File: config.mk
export PLATFORM = sky130hd
export DESIGN_NAME = uart_tx_serializer
export DESIGN_NICKNAME = d
export VERILOG_FILES = /design/src/rtl/uart_tx_serializer_pkg.sv /design/src/rtl/uart_tx_parity_gen.sv /design/src/rtl/uart_tx_serializer.sv
export SDC_FILE = /design/constraint.sdc
export NUM_CORES = 1
export LEC_CHECK = 0
export BUFFER_PORTS_ARGS = -buffer_cell sky130_fd_sc_hd__buf_4
export CAP_MARGIN = 20
export CORE_MARGIN = 5
export CORE_UTILIZATION = 25
export DETAILED_ROUTE_END_ITERATION = 10
export PLACE_DENSITY_LB_ADDON = 0.08
export SKIP_LAST_GASP = 1
export SLEW_MARGIN = 0
export SYNTH_ARGS = -nofsm -noshare
export SYNTH_HDL_FRONTEND = slang
export SYNTH_SLANG_ARGS = --single-unit
File: constraint.sdc
create_clock -name clock -period 1.87 [get_ports clock]
set_input_delay 0.187 -clock clock [delete_from_list [all_inputs] [get_ports clock]]
set_output_delay 0.187 -clock clock [all_outputs]
set_load 0.02 [all_outputs]
File: src/rtl/uart_tx_serializer_pkg.sv
// Shared state encoding, frame bundle and defaults for the UART TX serializer.
package uart_tx_serializer_pkg;

   localparam int OVERSAMPLE_DEF = 16;
   localparam int FIFO_LAT_DEF   = 3;

   typedef enum logic [2:0] {
      IDLE   = 3'd0,
      FETCH  = 3'd1,
      START  = 3'd2,
      DATA   = 3'd3,
      PARITY = 3'd4,
      STOP   = 3'd5
   } tx_state_e;

   typedef struct packed {
      logic [7:0] data;
      logic       bit8;
      logic       parity_en;
      logic       odd_n_even;
   } tx_frame_t;

   function automatic logic [2:0] last_data_bit(
      input logic bit8
   );
      return bit8 ? 3'd7 : 3'd6;
   endfunction

endpackage

File: src/rtl/uart_tx_parity_gen.sv
// Parity over the transmitted data bits; bit 7 drops out in 7-bit mode.
module uart_tx_parity_gen (
   input  logic [7:0] data,
   input  logic       bit8,
   input  logic       odd_n_even,
   output logic       parity
);

   logic [7:0] sent;

   always_comb begin
      sent = data;
      if (!bit8) sent[7] = 1'b0;
   end

   assign parity = (^sent) ^ odd_n_even;

endmodule

File: src/rtl/uart_tx_serializer.sv
// Pulls bytes from a TX FIFO and shifts them out as UART frames.
module uart_tx_serializer
   import uart_tx_serializer_pkg::*;
#(
   parameter int OVERSAMPLE = OVERSAMPLE_DEF,
   parameter int FIFO_LAT   = FIFO_LAT_DEF
) (
   input  logic       clock,
   input  logic       reset_n,
   input  logic       baud_tick,
   input  logic       bit8,
   input  logic       parity_en,
   input  logic       odd_n_even,
   input  logic       fifo_empty,
   input  logic [7:0] fifo_data,
   output logic       fifo_read_n,
   output logic       tx,
   output logic       tx_busy
);

   localparam int TCW = $clog2(OVERSAMPLE);
   localparam int LCW = $clog2(FIFO_LAT + 2);
   localparam logic [TCW-1:0] TICK_LAST = TCW'(OVERSAMPLE - 1);
   localparam logic [LCW-1:0] LAT_LAST  = LCW'(FIFO_LAT);

   tx_state_e      state;
   tx_state_e      state_nx;
   logic [TCW-1:0] tick_cnt;
   logic [TCW-1:0] tick_nx;
   logic [2:0]     bit_cnt;
   logic [2:0]     bit_nx;
   logic [2:0]     bit_inc;
   logic [LCW-1:0] lat_cnt;
   logic [LCW-1:0] lat_nx;
   tx_frame_t      frame;
   tx_frame_t      frame_nx;
   logic           loaded;
   logic           loaded_nx;
   logic           armed;
   logic           tx_nx;
   logic           read_n_nx;
   logic           in_bit;
   logic           bit_done;
   logic           parity;

   uart_tx_parity_gen u_parity (
      .data       (frame.data),
      .bit8       (frame.bit8),
      .odd_n_even (frame.odd_n_even),
      .parity     (parity)
   );

   // armed holds off the first read until one edge after reset release
   always_ff @(posedge clock or negedge reset_n) begin
      if (!reset_n) begin
         state       <= IDLE;
         tick_cnt    <= '0;
         bit_cnt     <= '0;
         lat_cnt     <= '0;
         frame       <= '0;
         loaded      <= 1'b0;
         armed       <= 1'b0;
         tx          <= 1'b1;
         fifo_read_n <= 1'b1;
         tx_busy     <= 1'b0;
      end else begin
         state       <= state_nx;
         tick_cnt    <= tick_nx;
         bit_cnt     <= bit_nx;
         lat_cnt     <= lat_nx;
         frame       <= frame_nx;
         loaded      <= loaded_nx;
         armed       <= 1'b1;
         tx          <= tx_nx;
         fifo_read_n <= read_n_nx;
         tx_busy     <= (state_nx != IDLE);
      end
   end

   always_comb begin
      state_nx  = state;
      tick_nx   = tick_cnt;
      bit_nx    = bit_cnt;
      lat_nx    = lat_cnt;
      frame_nx  = frame;
      loaded_nx = loaded;
      tx_nx     = tx;
      read_n_nx = 1'b1;
      bit_inc   = bit_cnt + 3'd1;
      in_bit    = (state == START)
               || (state == DATA)
               || (state == PARITY)
               || (state == STOP);
      bit_done  = in_bit && baud_tick
               && (tick_cnt == TICK_LAST);

      if (in_bit && baud_tick) tick_nx = tick_cnt + 1'b1;
      if (bit_done) tick_nx = '0;

      unique case (state)
         IDLE: begin
            tx_nx = 1'b1;
            if (armed && !fifo_empty) begin
               read_n_nx = 1'b0;
               state_nx  = FETCH;
               lat_nx    = '0;
               loaded_nx = 1'b0;
            end
         end
         FETCH: begin
            if (!loaded) begin
               if (lat_cnt == LAT_LAST) begin
                  frame_nx.data       = fifo_data;
                  frame_nx.bit8       = bit8;
                  frame_nx.parity_en  = parity_en;
                  frame_nx.odd_n_even = odd_n_even;
                  loaded_nx           = 1'b1;
               end else begin
                  lat_nx = lat_cnt + 1'b1;
               end
            end else if (baud_tick) begin
               state_nx = START;
               tick_nx  = '0;
               tx_nx    = 1'b0;
            end
         end
         START: begin
            if (bit_done) begin
               state_nx = DATA;
               bit_nx   = '0;
               tx_nx    = frame.data[0];
            end
         end
         DATA: begin
            if (bit_done) begin
               if (bit_cnt == last_data_bit(frame.bit8)) begin
                  if (frame.parity_en) begin
                     state_nx = PARITY;
                     tx_nx    = parity;
                  end else begin
                     state_nx = STOP;
                     tx_nx    = 1'b1;
                  end
               end else begin
                  bit_nx = bit_inc;
                  tx_nx  = frame.data[bit_inc];
               end
            end
         end
         PARITY: begin
            if (bit_done) begin
               state_nx = STOP;
               tx_nx    = 1'b1;
            end
         end
         STOP: begin
            if (bit_done) begin
               state_nx = IDLE;
               tx_nx    = 1'b1;
            end
         end
         default: begin
            state_nx = IDLE;
            tx_nx    = 1'b1;
         end
      endcase
   end

endmodule

==> results of run 1 <==
==> placed cells by master (no fill, tap or decap), types with 2 or more instances in the layout <==
cell and count:
xnor2_1 9, a21oi_1 12, dfstp_2 2, a211oi_1 3
clkbuf_8 6, mux2_2 11, nand2b_1 3, o2111ai_1 2
o21ai_0 13, buf_4 26, nor3_1 2, nor2_1 3
clkbuf_1 2, nand2_1 16, ha_1 4, mux4_2 2
nand3_1 7, dfrtp_1 27, inv_1 7
==> metal layers <==
metal	vias to the layer above	part of all wire [%]	global-route usage (%)
met1	580	50	12.4
li1	612	-	-
met2	12	46	14.0
met5	-	0	0
met4	0	1.3	3.78
met3	5	2.8	2.92
==> registers in the layout (all words and copies together) (netlist names) <==
register and flops:
tx 1, tx_busy 1, fifo_read_n 1, bit_cnt 3, lat_cnt 3, loaded 1
armed 1, frame 11, state 3, tick_cnt 4
==> cell families (layout without fill, tap and decap cells) <==
group	Yosys count	in the layout	share of synthesized area (%)
AOI/OAI and AO/OA	41	41	15.7
and+or+nand+nor	41	41	13.5
DFF	29	29	45.8
muxes	14	14	11.3
buffers and inverters	13	42	3.47
xor gates and xnor gates	11	11	6.93
adders and majority gates	4	4	3.15
other	1	1	0.236
==> area by class of cell <==
type	instances	area (sq um)	area share, %
clock buffer	8	90.1	4.62
inverter	7	26.3	1.35
multi-input combinational	112	806	41.3
sequential	29	728	37.3
tap	77	96.3	4.94
timing repair buffer	27	205	10.5
==> metrics by stage <==
stage	instance area, sq um	hold WS, ns	util, %	std cells	total power, mW
after detailed placement	1850	0.146	29.5	251	2.25
final	1950	0.138	31.1	260	2.76
after global routing	1950	0.125	31.1	260	2.99
after CTS	1950	0.125	31.1	260	2.81
after global placement	1850	0.145	29.5	251	2.22
after floorplan	1590	-0.109	-	154	1.90
==> where the power goes <==
group,internal (mW),switching (mW)
clock network,0.300,0.234
logic,0.622,0.497
registers,0.849,0.254
total,1.77,0.985
==> worst min path at each step <==
stage,cells past startpoint,to
CTS,2,frame[10]
detailed placement,1,frame[1]
floorplan,0,armed
global route,2,frame[4]
finish,2,frame[10]
global placement,1,frame[1]
==> cell usage after synthesis (all sizes together) (2+ instances only) <==
library cell / n / area (sq um)
dfrtp: 27 / 676
nand2b: 3 / 18.8
xnor2: 9 / 78.8
ha: 4 / 50.1
nand2: 16 / 60.1
buf: 3 / 17.5
and3: 2 / 17.5
mux2: 11 / 124
a21oi: 12 / 60.1
clkbuf: 3 / 11.3
nor2: 3 / 11.3
nor3: 3 / 20.0
nand3: 7 / 35.0
a211oi: 3 / 22.5
o2111ai: 2 / 17.5
inv: 7 / 26.3
o21ai: 14 / 70.1
dfstp: 2 / 52.6
mux4: 2 / 45.0
==> what timing repair did <==
action | 4_1_cts | 5_1_grt
hold buffers | 1 | 0
hold endpoints to repair | 27 | 0
gates resized for setup | 0 | 0
==> impl_metrics.json, run 1 <==
{
  "drtPass1Iterations": 4,
  "rsz0062_at_grt": "false",
  "synth_seq_cells": 29,
  "critPathMaxFanout": 3,
  "io_buffers": 17,
  "post_cts_buffers": 0,
  "worst-path-stages": 6,
  "synth_flop_cell": "dfrtp_1",
  "grt_max_degree": 30,
  "die_area_sq_um": 8050,
  "antenna_cells": 0,
  "crit_family": "multiplexers",
  "ff2ff_setup_slack_ns": 0.13,
  "pre_cts_ws_ns": 0.123,
  "die_h_um": 89.7,
  "area_delta_synth_final_pct": 22.8,
  "synth.distinct_cells": 44,
  "die_x_um": 89.7,
  "crit_chain": "ha_1 > mux4_2 > mux2i_1 > nand2b_1 > o2111ai_1 > a31oi_1",
  "cts_buffers": 5,
  "drv_slew": 0,
  "cp.required_ns": 2.07,
  "fmaxAchievable_ghz": 0.574,
  "rows": 29,
  "vias_per_cell": 4.65,
  "ioPinCount": 18,
  "hold_viol": 0,
  "leakagePower_nw": 0.854,
  "wire_per_inst_um": 13.6,
  "core-area_sq_um": 6280,
  "drtIter0Drc": 36,
  "synth-edff-count": 0,
  "ant_nets": 0,
  "yosys_warnings": 0,
  "finClkSkew_ns": 0.00694,
  "path_buf_inv": 0,
  "grt_pass1_wl_um": 6150,
  "dpl.hpwl_um": 2640,
  "max_stage_delay_ns": 0.50,
  "netlist_area_sq_um": 1590,
  "cts.sinks": 29,
  "tns_ns": 0,
  "startpoint": "bit_cnt[1]",
  "timing.rr.end": "tx",
  "power_density_nw_per_um2": 1410,
  "grt_pass1_vias": 1253,
  "cap_violations": 0,
  "grtUsageTotal_pct": 9.35,
  "path_class": "reg2reg",
  "ir_drop_uv": 511,
  "fin_crit_sh_pct": 93.1,
  "drt_drc_violations_left": 0,
  "min_path_type": "in2reg",
  "clock_path_buffers": 2,
  "root_buffer": "clkbuf_8",
  "cp_data_arrival_time_ns": 1.94,
  "cts.htree.levels": 2,
  "drt-total-wl_um": 3520,
  "synth.avg_cell_area_sq_um": 10.3,
  "r2r_cells": 6,
  "setup_violations": 0,
  "hp-start": "fifo_data[7]",
  "clk_latency_ns": 0.28,
  "crit_path_top_delay_cell": "mux4_2",
  "setup_ws_ns": 0.128,
  "grt-ovfl-total": 0,
  "synthArstFlopShare_pct": 100,
  "outcome": "finished clean",
  "fin_nets": 201,
  "end_kind": "flip-flop",
  "clkTransAtPathRegs_ns": 0.06,
  "cp-start-kind": "flip-flop",
  "synthCells": 154,
  "dr_total_vias": 1209,
  "critPathCapture": "tx",
  "syn-num-nets": 173,
  "grt_antenna_before_repair": 0,
  "drive_gt1_share_pct": 26.8,
  "synth-seq-area-share_pct": 45.8,
  "place_congestion": 0.755,
  "start_util_pct": 25.3,
  "r2r_start": "bit_cnt[1]",
  "finalCriticalPeriod_ns": 1.74,
  "cts_tree": "yes",
  "fill_cells": 662
}
(Power assumes the default switching activity.)
==> run 2, diff against run 1 <==
Settings changed: CORE_ASPECT_RATIO set to 0.9, CORE_UTILIZATION 25 to 55.
==> impl_metrics.json, run 2 (synthesis results as in run 1) <==
{
  "ir_drop_uv": 756,
  "area_delta_synth_final_pct": 16.5,
  "min_path_type": "in2reg",
  "fin_nets": 199,
  "path_class": "reg2reg",
  "grtUsageTotal_pct": 19.0,
  "clock_path_buffers": 2,
  "setup_violations": 0,
  "clk_latency_ns": 0.33,
  "hold_viol": 0,
  "whs_path_depth": 2,
  "grt_antenna_before_repair": 0,
  "die_h_um": 61.0,
  "finClkSkew_ns": 0.00877,
  "cts_buffers": 5,
  "regMostFlops": "frame",
  "cts.sinks": 29,
  "vias_per_cell": 5.48,
  "cp-start-kind": "flip-flop",
  "ioPinCount": 18,
  "final_common_cell": "dfrtp_1",
  "ctsResizeCount": 0,
  "antenna_cells": 0,
  "drv_slew": 0,
  "drtPass1Iterations": 4,
  "root_buffer": "clkbuf_4",
  "top_regs": "frame (11), tick_cnt (4)",
  "rsz0062_at_grt": "false",
  "dr_total_vias": 1211,
  "ant_nets": 0,
  "power_density_nw_per_um2": 1380,
  "fin_crit_sh_pct": 92.7,
  "postPlaceCellArea_sq_um": 1790,
  "end_kind": "flip-flop",
  "clkTransAtPathRegs_ns": 0.09,
  "die_x_um": 66.7,
  "post_cts_buffers": 0,
  "drive_gt1_share_pct": 26.5,
  "tns_ns": 0,
  "drt-total-wl_um": 3150,
  "drtIter0Drc": 90,
  "io_buffers": 17,
  "cp.required_ns": 2.12,
  "cts.htree.levels": 2,
  "rows": 18,
  "final_util_pct": 66.8,
  "final_cell_mix": "27 x dfrtp_1, 24 x buf_4, 16 x nand2_1, 13 x o21ai_0, 12 x a21oi_1",
  "finalInstanceArea_sq_um": 1850,
  "cap_violations": 0,
  "critPathMaxFanout": 3,
  "largest_reg_flops": 11,
  "outcome": "finished clean",
  "r2r_cells": 6,
  "leakagePower_nw": 0.830,
  "place_congestion": 0.864,
  "start_util_pct": 57.4,
  "dpl.hpwl_um": 2340,
  "grt_max_degree": 30,
  "finalCriticalPeriod_ns": 1.73,
  "grt_pass1_wl_um": 5710,
  "fmaxAchievable_ghz": 0.577,
  "die_area_sq_um": 4070,
  "cp_data_arrival_time_ns": 1.99,
  "grt_pass1_vias": 1226,
  "drt_drc_violations_left": 0,
  "wire_per_inst_um": 14.3,
  "cts_tree": "yes",
  "core-area_sq_um": 2770,
  "grt-ovfl-total": 0
}
-- run 2: cell count changes in the layout (fill, tap and decap cells not counted) --
cell | previous run | this run
clkbuf_8 | 6 | 0
clkbuf_4 | 0 | 5
buf_4 | 26 | 24
clkinv_2 | 0 | 2
clkbuf_1 | 2 | 1
-- run 2: path summary, 6_finish.rpt --
path | startpoint | endpoint | slack (ns)
setup / recovery | bit_cnt[1] | tx | 0.14
hold / removal | fifo_data[5] | frame[8] | 0.08
setup reg to reg | bit_cnt[1] | tx | 0.14
hold reg to reg | tick_cnt[3] | tick_cnt[3] | 0.51
max in group asynchronous | reset_n | fifo_read_n | 1.25
min in group asynchronous | reset_n | bit_cnt[0] | 0.31
-- run 2: critical path, cell delays in order, from the launching register on --
cell and delay, ns:
dfrtp_1 0.41, ha_1 0.35, mux4_2 0.50, mux2i_1 0.14, nand2b_1 0.07, o2111ai_1 0.10, a31oi_1 0.10
-- run 2: what timing repair did --
action / 4_1_cts / 5_1_grt
endpoints found under the hold margin: 27 / 0
hold buffers: 1 / 0
endpoints found under the setup margin: 0 / 0
-- run 2: routing by layer --
layer	vias to the layer above	global-route usage, %	routed length (um)
met5	-	0	0
met4	0	6.96	43
met3	5	5.93	169
met2	24	30.2	1440
met1	577	24.6	1500
li1	605	-	-
-- run 2: cell type report --
cell class                 count  area [sq um]
clock buffer                   6          41.3
clock inverter                 2          10.0
fill                         224           918
inverter                       7          26.3
multi-input combinational    112           806
sequential                    29           728
tap                           40          50.0
timing repair buffer          25           190
-- run 2: report_power, final --
part | switching (mW) | internal [mW] | leakage (nW)
combinational | 0.512 | 0.610 | 0.432
clock | 0.215 | 0.143 | 0.0320
sequential | 0.228 | 0.847 | 0.366
-- run 2: per-stage QoR --
stage	total power, mW	hold slack [ns]	setup WS (ns)	cells
floorplan	1.90	-0.109	0.152	154
global placement	2.15	0.127	0.181	212
detailed placement	2.21	0.127	0.149	212
CTS	2.58	0.0728	0.144	221
global route	2.79	0.0601	0.0221	221
finish	2.55	0.0839	0.136	221
